## config.mk

```make
export PLATFORM = sky130hd
export DESIGN_NAME = uart_tx_feeder
export DESIGN_NICKNAME = d
export VERILOG_FILES = /design/src/rtl/uart_pkg.sv /design/src/rtl/uart_sync_fifo.sv /design/src/rtl/uart_tx_feeder.sv
export SDC_FILE = /design/constraint.sdc
export NUM_CORES = 1
export LEC_CHECK = 0
export CAP_MARGIN = 25
export CORE_ASPECT_RATIO = 0.5
export CORE_MARGIN = 10
export CORE_UTILIZATION = 60
export CTS_BUF_LIST = sky130_fd_sc_hd__clkbuf_4 sky130_fd_sc_hd__clkbuf_8
export CTS_CLUSTER_SIZE = 24
export DETAILED_ROUTE_END_ITERATION = 8
export PLACE_DENSITY = 0.79
export SYNTH_ARGS = -nofsm -noshare
export SYNTH_HDL_FRONTEND = slang
export SYNTH_SLANG_ARGS = --single-unit
```

## constraint.sdc

```tcl
create_clock -name clk -period 3.15 [get_ports clk]
set_input_delay 0.4725 -clock clk [delete_from_list [all_inputs] [get_ports clk]]
set_output_delay 0.4725 -clock clk [all_outputs]
set_load 0.005 [all_outputs]
```

## src/rtl/uart_pkg.sv

```systemverilog
// -----------------------------------------------------------------------------
// uart_pkg
// Shared types and defaults for the UART transmit feeder slice.
//   feeder_state_t : launch FSM states (GAP exists only when the design is
//                    built with UART_TX_FEEDER_GAP_EN)
//   DEF_*          : default parameter values
//   count_w()      : width of a FIFO occupancy count for a given depth
// -----------------------------------------------------------------------------
package uart_pkg;

    localparam int DEF_DATA_W     = 8;
    localparam int DEF_DEPTH      = 16;
    localparam int DEF_GAP_CYCLES = 16;

    typedef enum logic [1:0] {
        IDLE      = 2'd0,
        WAIT_DONE = 2'd1,
        GAP       = 2'd2
    } feeder_state_t;

    // Occupancy runs 0..depth inclusive, so it needs one bit more than the index.
    function automatic int count_w(input int depth);
        return $clog2(depth) + 1;
    endfunction

endpackage

```

## src/rtl/uart_sync_fifo.sv

```systemverilog
// -----------------------------------------------------------------------------
// uart_sync_fifo
// Single-clock FIFO with wrap-bit pointers and a registered full flag.
// Ports:
//   clk, rst_n        : clock, asynchronous active-low reset
//   push, push_data   : write request and data (ignored while full)
//   pop               : read request (ignored while empty)
//   flush             : synchronous clear of both pointers; beats push/pop
//   head              : entry at the read pointer
//   full, empty       : status; full is a flop loaded from next-state pointers
//   count             : occupancy, 0..DEPTH
// -----------------------------------------------------------------------------
module uart_sync_fifo
    import uart_pkg::*;
#(
    parameter int DATA_W = DEF_DATA_W,
    parameter int DEPTH  = DEF_DEPTH
) (
    input  logic                     clk,
    input  logic                     rst_n,
    input  logic                     push,
    input  logic [DATA_W-1:0]        push_data,
    input  logic                     pop,
    input  logic                     flush,
    output logic [DATA_W-1:0]        head,
    output logic                     full,
    output logic                     empty,
    output logic [$clog2(DEPTH):0]   count
);

    localparam int AW = $clog2(DEPTH);

    logic [DATA_W-1:0] mem [DEPTH];
    logic [AW:0]       wr_ptr, rd_ptr;
    logic [AW:0]       wr_ptr_n, rd_ptr_n;
    logic              full_q;
    logic              do_push, do_pop;

    assign do_push = push && !full_q;
    assign do_pop  = pop && !empty;

    always_comb begin
        wr_ptr_n = wr_ptr;
        rd_ptr_n = rd_ptr;
        if (flush) begin
            wr_ptr_n = '0;
            rd_ptr_n = '0;
        end else begin
            if (do_push) wr_ptr_n = wr_ptr + (AW+1)'(1);
            if (do_pop)  rd_ptr_n = rd_ptr + (AW+1)'(1);
        end
    end

    always_ff @(posedge clk or negedge rst_n) begin
        if (!rst_n) begin
            wr_ptr <= '0;
            rd_ptr <= '0;
            full_q <= 1'b0;
        end else begin
            wr_ptr <= wr_ptr_n;
            rd_ptr <= rd_ptr_n;
            // Same index, different lap: the writer is a whole buffer ahead.
            full_q <= (wr_ptr_n[AW] != rd_ptr_n[AW]) &&
                      (wr_ptr_n[AW-1:0] == rd_ptr_n[AW-1:0]);
        end
    end

    // Storage has no reset; contents are only meaningful between the pointers.
    always_ff @(posedge clk) begin
        if (do_push && !flush) mem[wr_ptr[AW-1:0]] <= push_data;
    end

    assign head  = mem[rd_ptr[AW-1:0]];
    assign full  = full_q;
    assign empty = (wr_ptr == rd_ptr);
    assign count = wr_ptr - rd_ptr;

endmodule

```

## src/rtl/uart_tx_feeder.sv

```systemverilog
// -----------------------------------------------------------------------------
// uart_tx_feeder
// Buffers host bytes and launches them one at a time into uart_trans, waiting
// for TX_Done between launches.
// Build option: define UART_TX_FEEDER_GAP_EN to compile in a GAP state that
// holds off the next launch for GAP_CYCLES clocks after every TX_Done.
// Ports:
//   clk, rst_n          : clock shared with uart_trans, async active-low reset
//   in_valid, in_data   : host byte stream
//   in_ready            : registered, high while the FIFO is not full
//   flush               : synchronous FIFO clear; an in-flight frame completes
//   TX_DV, TX_BYTE      : one-cycle launch strobe and held byte to uart_trans
//   TX_Active           : transmitter busy, status only
//   TX_Done             : transmitter end-of-frame pulse
//   fifo_count          : current FIFO occupancy
//   busy                : FSM not IDLE or FIFO not empty
// Handshake: a byte transfers on every rising clk edge where in_valid and
// in_ready are both high; in_valid may rise without waiting for in_ready, and
// in_ready never depends combinationally on in_valid.
// -----------------------------------------------------------------------------
module uart_tx_feeder
    import uart_pkg::*;
#(
    parameter int DATA_W     = DEF_DATA_W,
    parameter int DEPTH      = DEF_DEPTH,
    parameter int GAP_CYCLES = DEF_GAP_CYCLES
) (
    input  logic                     clk,
    input  logic                     rst_n,
    input  logic                     in_valid,
    input  logic [DATA_W-1:0]        in_data,
    output logic                     in_ready,
    input  logic                     flush,
    output logic                     TX_DV,
    output logic [DATA_W-1:0]        TX_BYTE,
    input  logic                     TX_Active,
    input  logic                     TX_Done,
    output logic [$clog2(DEPTH):0]   fifo_count,
    output logic                     busy
);

    feeder_state_t     state_q, state_n;
    logic              launch;
    logic              tx_dv_q;
    logic [DATA_W-1:0] tx_byte_q;
    logic [DATA_W-1:0] fifo_head;
    logic              fifo_full, fifo_empty;

    uart_sync_fifo #(
        .DATA_W (DATA_W),
        .DEPTH  (DEPTH)
    ) u_fifo (
        .clk       (clk),
        .rst_n     (rst_n),
        .push      (in_valid && in_ready),
        .push_data (in_data),
        .pop       (launch),
        .flush     (flush),
        .head      (fifo_head),
        .full      (fifo_full),
        .empty     (fifo_empty),
        .count     (fifo_count)
    );

`ifdef UART_TX_FEEDER_GAP_EN
    localparam int GW = (GAP_CYCLES > 1) ? $clog2(GAP_CYCLES) : 1;
    logic [GW-1:0] gap_cnt_q, gap_cnt_n;
`else
    logic unused_gap;
    assign unused_gap = (GAP_CYCLES != 0);
`endif

    // Transmitter activity is informational; launches are paced by TX_Done.
    logic unused_tx_active;
    assign unused_tx_active = TX_Active;

    always_comb begin
        state_n = state_q;
        launch  = 1'b0;
`ifdef UART_TX_FEEDER_GAP_EN
        gap_cnt_n = gap_cnt_q;
`endif
        case (state_q)
            IDLE: begin
                if (!fifo_empty) begin
                    launch  = 1'b1;
                    state_n = WAIT_DONE;
                end
            end
            WAIT_DONE: begin
                if (TX_Done) begin
`ifdef UART_TX_FEEDER_GAP_EN
                    state_n   = GAP;
                    gap_cnt_n = GW'(GAP_CYCLES - 1);
`else
                    state_n   = IDLE;
`endif
                end
            end
`ifdef UART_TX_FEEDER_GAP_EN
            GAP: begin
                if (gap_cnt_q == '0) state_n = IDLE;
                else                 gap_cnt_n = gap_cnt_q - GW'(1);
            end
`endif
            default: state_n = IDLE;
        endcase
    end

    always_ff @(posedge clk or negedge rst_n) begin
        if (!rst_n) begin
            state_q   <= IDLE;
            tx_dv_q   <= 1'b0;
            tx_byte_q <= '0;
`ifdef UART_TX_FEEDER_GAP_EN
            gap_cnt_q <= '0;
`endif
        end else begin
            state_q <= state_n;
            tx_dv_q <= launch;
            if (launch) tx_byte_q <= fifo_head;
`ifdef UART_TX_FEEDER_GAP_EN
            gap_cnt_q <= gap_cnt_n;
`endif
        end
    end

    assign in_ready = !fifo_full;
    assign TX_DV    = tx_dv_q;
    assign TX_BYTE  = tx_byte_q;
    assign busy     = (state_q != IDLE) || !fifo_empty;

endmodule

```

== Word level (Yosys, flattened, before mapping) ==
Memories as Yosys holds them, arrays and structs flattened. A register that Yosys moved wholly into a read port is not among the register bits.
Index checks and enable logic that the tools add are counted.
Word-level totals
  register bits after elaboration: 14
  memory bits (writable): 128
  input bits: 14
  output and inout bits: 16
  word-level logic and storage cells: 39
  memories kept: 1
Memories
  u_fifo.mem: words 16, bits a word 8, rd ports 1, clocked after Yosys merged registers in 1, write ports 1, RTL line uart_sync_fifo.sv:33  | logic [DATA_W-1:0] mem [DEPTH];
Cells by class
  add/subtract/negate cells: 3
  equality and inequality tests: 6
  multiplexer cells: 11
  reduce and logical (&&, ||, !) cells: 13
Operator list (count)
  2-to-1 mux 5 bit: 4
  adder 5 x 1 -> 5 bit (second input constant): 2
  == test 5 bit: 1
  logical AND 1 bit: 5
  subtractor 5 bit: 1
  == test 4 bit: 1
  zero test 1 bit: 4
  2-to-1 mux 1 bit: 4
  2-to-1 mux 2 bit: 2
  != test 2 bit (second input constant): 2
  one-hot mux 2 bit (2 select lines): 1
  == test 2 x 1 -> 1 bit (second input constant): 1
  zero test 2 bit: 1
  AND reduction 2 bit: 1
  nonzero test 2 bit: 1
  logical OR 1 bit: 1
  != test 1 bit: 1

== Longest topological paths before layout ==
  depth in word-level cells: 8
  mapped depth: 9

== Modules after synthesis ==
From an unflattened synthesis, not the netlist that was laid out.
Second synthesis, totals
  cells, all modules: 312
  area total of the unflattened synthesis: 6261.0 um2
Modules (own cells, without submodules)
  uart_sync_fifo: times used 1, cells an instance 289, area an instance 5885.6 um2, seq. area each 4119.0 um2
  uart_tx_feeder: times used 1, cells an instance 23, area an instance 375.4 um2, seq. area each 250.2 um2

== Worst setup path after synthesis ==
OpenSTA, ideal clock, no wires.
  path kind: reg2reg
  from: reg u_fifo.rd_ptr[2]
  to: reg u_fifo.full_q, in the netlist u_fifo.full
  library setup time: 95 ps
  data arrival time: 1966 ps
  slack: 1089 ps
  cell stages (with the launch flop): 10
  path buffers: 1
  period minus slack after synthesis: 2061 ps
  cell sequence: dfrtp_1 > buf_2 > inv_1 > ha_1 > nand4_2 > o21ai_4 > inv_6 > mux2i_1 > xor2_1 > nor4b_2
Between the ends
  cells in the longest elaborated chain, start to end: 8
  elaborated cells between the ends (all ways): 11
RTL lines
  from (decl): RTL line uart_sync_fifo.sv:34  | logic [AW:0] wr_ptr, rd_ptr;
  from (signal assigned): RTL line uart_sync_fifo.sv:61  | rd_ptr <= rd_ptr_n;
  == test 5 bit *: RTL line uart_sync_fifo.sv:75  | assign empty = (wr_ptr == rd_ptr);
  2-to-1 mux 1 bit *: RTL line uart_tx_feeder.sv:85  | if (!fifo_empty) begin
  2-to-1 mux 1 bit *: RTL line uart_tx_feeder.sv:83  | case (state_q)
  net launch: RTL line uart_tx_feeder.sv:43  | logic launch;
  logical AND 1 bit *: RTL line uart_sync_fifo.sv:40  | assign do_pop = pop && !empty;
  2-to-1 mux 5 bit *: RTL line uart_sync_fifo.sv:50  | if (do_pop) rd_ptr_n = rd_ptr + (AW+1)'(1);
  2-to-1 mux 5 bit *: RTL line uart_sync_fifo.sv:45  | if (flush) begin
  == test 4 bit or != test 1 bit (tied branches): RTL line uart_sync_fifo.sv:64, uart_sync_fifo.sv:63
  logical AND 1 bit *: RTL line uart_sync_fifo.sv:63  | full_q <= (wr_ptr_n[AW] != rd_ptr_n[AW]) &&
  to (signal assigned): RTL line uart_sync_fifo.sv:63
  to (decl): RTL line uart_sync_fifo.sv:36  | logic full_q;
Mark *: on every way through the listed nets, which the timed path passes. The rest lies on a longest branch.
A chain may end at the register's enable or synchronous reset.

== Worst setup path in the final report ==
  from: reg u_fifo.wr_ptr[0]
  to: out fifo_count[4]
Between the ends
  cells in the longest elaborated chain, start to end: 1
RTL lines
  from (decl): RTL line uart_sync_fifo.sv:34
  from (signal assigned): RTL line uart_sync_fifo.sv:60  | wr_ptr <= wr_ptr_n;
  subtractor 5 bit: RTL line uart_sync_fifo.sv:76  | assign count = wr_ptr - rd_ptr;
  to (decl): RTL line uart_tx_feeder.sv:38  | output logic [$clog2(DEPTH):0] fifo_count,
Every way passes these cells.

==> reports/summary.json <==
{
  "global_route.peak_usage_layer": {"value": "met2"},
  "global_route.overflow_total": {"value": 0},
  "hold_viol": {"value": 0},
  "avgViaCountPerCell": {"value": 6.05},
  "die-height": {"value": 91.7, "unit": "um"},
  "static-leakage-power": {"value": 2.35, "unit": "nW"},
  "final_max_slew_viol_count": {"value": 0},
  "synthesis.area": {"value": 6170, "unit": "um^2"},
  "antenna_violations_before_repair": {"value": 0},
  "peakVddDrop": {"value": 0.302, "unit": "mV"},
  "route.detailed.drc": {"value": 0},
  "crit_family": {"value": "adder cells"},
  "crit_top_cell": {"value": "sky130_fd_sc_hd__inv_1"},
  "grt_use_met3": {"value": 5.44, "unit": "%"},
  "antenna_cells_inserted": {"value": 0},
  "postSynthRegisterBits": {"value": 149},
  "critical-path-slowest-cell": {"value": "sky130_fd_sc_hd__clkdlybuf4s50_1"},
  "powerDensity": {"value": 652, "unit": "nW/um^2"},
  "layout_cells_sized_above_1": {"value": 22.2, "unit": "%"},
  "outcome": {"value": "finished, final reports clean"},
  "route.vias.total": {"value": 3245},
  "initial_cell_density_of_the_core": {"value": 61.0, "unit": "%"},
  "drtAntennaViolNets": {"value": 0},
  "placement.io_buffers": {"value": 28},
  "cts.clk_slew.worst_paths": {"value": 0.08, "unit": "ns"},
  "tritoncts": {"value": "built"},
  "synthesis.yosys.warnings": {"value": 0},
  "stdcell_area": {"value": 6980, "unit": "um^2"},
  "areaGrowthSynthToFinish": {"value": 13.1, "unit": "%"},
  "timing.critical_path.fanout_max": {"value": 5},
  "groute.usage.overall": {"value": 16.9, "unit": "%"},
  "setup_violations": {"value": 0},
  "crit_buf_inv": {"value": 3},
  "seq_area_frac_synth": {"value": 70.8, "unit": "%"},
  "first_global_vias": {"value": 3309},
  "drt_iter0_markers": {"value": 349},
  "cp.arrival": {"value": 2.53, "unit": "ns"},
  "die-width": {"value": 163, "unit": "um"},
  "cts.path.max_buffers": {"value": 2},
  "crit_required": {"value": 2.68, "unit": "ns"},
  "routed_wirelength": {"value": 12000, "unit": "um"},
  "drv_cap": {"value": 0},
  "io_pins": {"value": 30},
  "number_of_clock_buffers_inserted_by_tritoncts": {"value": 17},
  "unrepaired_setup_endpoints_after_global_routing": {"value": "no"},
  "core_area": {"value": 10100, "unit": "um^2"},
  "postCtsSetupRepairBufs": {"value": 0},
  "leading_cell_types_in_the_layout_fill_and_taps_excluded": {"value": "sky130_fd_sc_hd__edfxtp_1, sky130_fd_sc_hd__mux4_2, sky130_fd_sc_hd__nor2_1"},
  "mostFrequentLayoutCell": {"value": "sky130_fd_sc_hd__edfxtp_1"},
  "routed_wire_length_per_instance": {"value": 22.4, "unit": "um"},
  "final_min_period_over_clock_period": {"value": 95.2, "unit": "%"},
  "period_needed": {"value": 3.00, "unit": "ns"},
  "worst_setup_path_start_kind": {"value": "flip-flop"},
  "summed_negative_setup_slack_over_all_endpoints": {"value": 0, "unit": "ns"},
  "cts_hold_repair.buffers": {"value": 0},
  "synth_enable_flop_cells": {"value": 128},
  "slew_of_the_pin_with_the_lowest_slew_margin": {"value": 0.925, "unit": "ns"},
  "worst_setup_path_startpoint": {"value": "u_fifo.wr_ptr[0]"},
  "tritoncts_num_sinks": {"value": 149},
  "synth_largest_type_area_fraction": {"value": 62.3, "unit": "%"},
  "setup.worst_path.end_class": {"value": "output port"},
  "avg_cell_area_syn": {"value": 18.4, "unit": "um^2"},
  "ys_types": {"value": 41},
  "syn_inst": {"value": 335},
  "met1_usage": {"value": 21.9, "unit": "%"},
  "dp_hpwl": {"value": 8060, "unit": "um"},
  "cts.root.buffer_cell": {"value": "sky130_fd_sc_hd__clkbuf_8"},
  "syn_nets": {"value": 359},
  "drt-pass1-iter-count": {"value": 5},
  "max_stage_delay": {"value": 0.52, "unit": "ns"},
  "groute.layer.met2.usage": {"value": 26.4, "unit": "%"},
  "worst_r2r_startpoint": {"value": "u_fifo.rd_ptr[0]"},
  "cts.htree.levels": {"value": 4},
  "floorplan.rows": {"value": 26},
  "min_from": {"value": "TX_BYTE[1]"},
  "timing_worst_setup_path_type": {"value": "flip-flop to output port"},
  "pin_count_of_the_biggest_net_entering_global_routing": {"value": 37},
  "clock_latency": {"value": 0.43, "unit": "ns"},
  "yosysTopAreaCell": {"value": "sky130_fd_sc_hd__edfxtp_1"},
  "fmax": {"value": 333, "unit": "MHz"},
  "nets": {"value": 408},
  "max_slew_margin": {"value": 38.2, "unit": "%"},
  "final.setup_skew": {"value": 0.0118, "unit": "ns"},
  "number_of_fillers_in_the_final_layout": {"value": 636},
  "worst_hold_path_type": {"value": "flip-flop to flip-flop"},
  "synth_flop_cell": {"value": "sky130_fd_sc_hd__edfxtp_1"},
  "gp_congestion": {"value": 0.848},
  "design.die.area": {"value": 15000, "unit": "um^2"},
  "synth_async_reset_ratio": {"value": 14.1, "unit": "%"},
  "wire_length_of_the_first_global_routing_pass": {"value": 18800, "unit": "um"},
  "synth_area_leaders": {"value": "sky130_fd_sc_hd__edfxtp_1, sky130_fd_sc_hd__mux4_2, sky130_fd_sc_hd__dfrtp_1"},
  "place_area": {"value": 6640, "unit": "um^2"},
  "crit_chain": {"value": "inv_1 > ha_1 > fa_1 > inv_1 > a21o_1 > a21oi_1 > xnor2_1 > clkdlybuf4s50_1"}
}
[timing repair]
item	in CTS	in global routing
hold endpoints to repair	0	0
endpoints found under the setup margin	0	1
resized for setup	0	1
[through the flow]
stage                     utilization [%]  instances  hold slack, ns  power (mW)  worst slack, ns
final                                69.0        536           0.501        4.55            0.150
after global routing                 69.0        536           0.524        4.77          0.00562
after CTS                            69.0        536           0.506        4.60           0.0396
after detailed placement             65.6        505           0.489        3.35            0.512
after global placement               65.6        505           0.477        3.33            0.590
after floorplan                         -        335           0.177        3.03             1.09
[cell families (layout without fill, tap and decap cells)]
group,after synthesis,count (layout),synth area share (%)
flip-flops,149,149,70.8
XOR/XNOR,18,18,3.12
multiplexers,34,34,12.0
AO/OA/AOI/OAI,34,34,4.26
buffers and inverters,26,87,2.52
AND/OR/NAND/NOR,64,64,5.09
adder cells (fa/ha/maj),10,10,2.15
[final cells by class]
class                      count  area (um^2)  area share [%]
clock inverter                14          104            1.49
timing repair buffer          44          400            5.74
clock buffer                  17          234            3.35
sequential                   149         4370            62.7
inverter                      12         50.0           0.717
tap                          140          175            2.51
multi-input combinational    160         1640            23.5
[final timing paths]
check / endpoint / slack (ns) / cells past startpoint
hold reg to reg: TX_BYTE[1] / 0.50 / 2
setup / recovery: fifo_count[4] / 0.15 / 8
min in group asynchronous: u_fifo.rd_ptr[2] / 0.56 / 1
max in group asynchronous: u_fifo.wr_ptr[0] / 1.96 / 1
hold / removal: TX_BYTE[1] / 0.50 / 2
setup reg to reg: TX_BYTE[7] / 0.66 / 5
[synthesized netlist by cell type (all sizes together) (8+ instances only)]
library cell,count
buf,8
nand2,13
edfxtp,128
ha,9
mux4,32
nor2,31
xnor2,12
o21ai,9
inv,12
a221oi,8
a22o,8
dfrtp,21
[worst reg2reg max path, stage by stage, from the launching register on]
cell and delay, ns:
sky130_fd_sc_hd__dfrtp_2 0.37, sky130_fd_sc_hd__buf_4 0.55, sky130_fd_sc_hd__mux4_2 0.64, sky130_fd_sc_hd__a22o_1 0.27, sky130_fd_sc_hd__a221oi_1 0.41, sky130_fd_sc_hd__o21ai_1 0.11
[power by group]
group	switching [mW]	internal, mW	total (mW)
registers	0.0505	2.23	2.28
logic	0.468	0.545	1.01
clock network	0.712	0.546	1.26
[metal layers]
layer | wire [um] | part of all wire, % | up-vias
met3 | 1230 | 10 | 17
met5 | 0 | 0 | -
met4 | 207 | 1.7 | 0
met2 | 5740 | 48 | 175
li1 | - | - | 1413
met1 | 4840 | 40 | 1640
[sequential cells by signal (all words and copies together), names as in the netlist]
register,count
state_q,1
u_fifo.wr_ptr,5
TX_BYTE,8
u_fifo.rd_ptr,5
u_fifo.mem,128
u_fifo.full,1
TX_DV,1
Power figures use the tool's default switching activity.
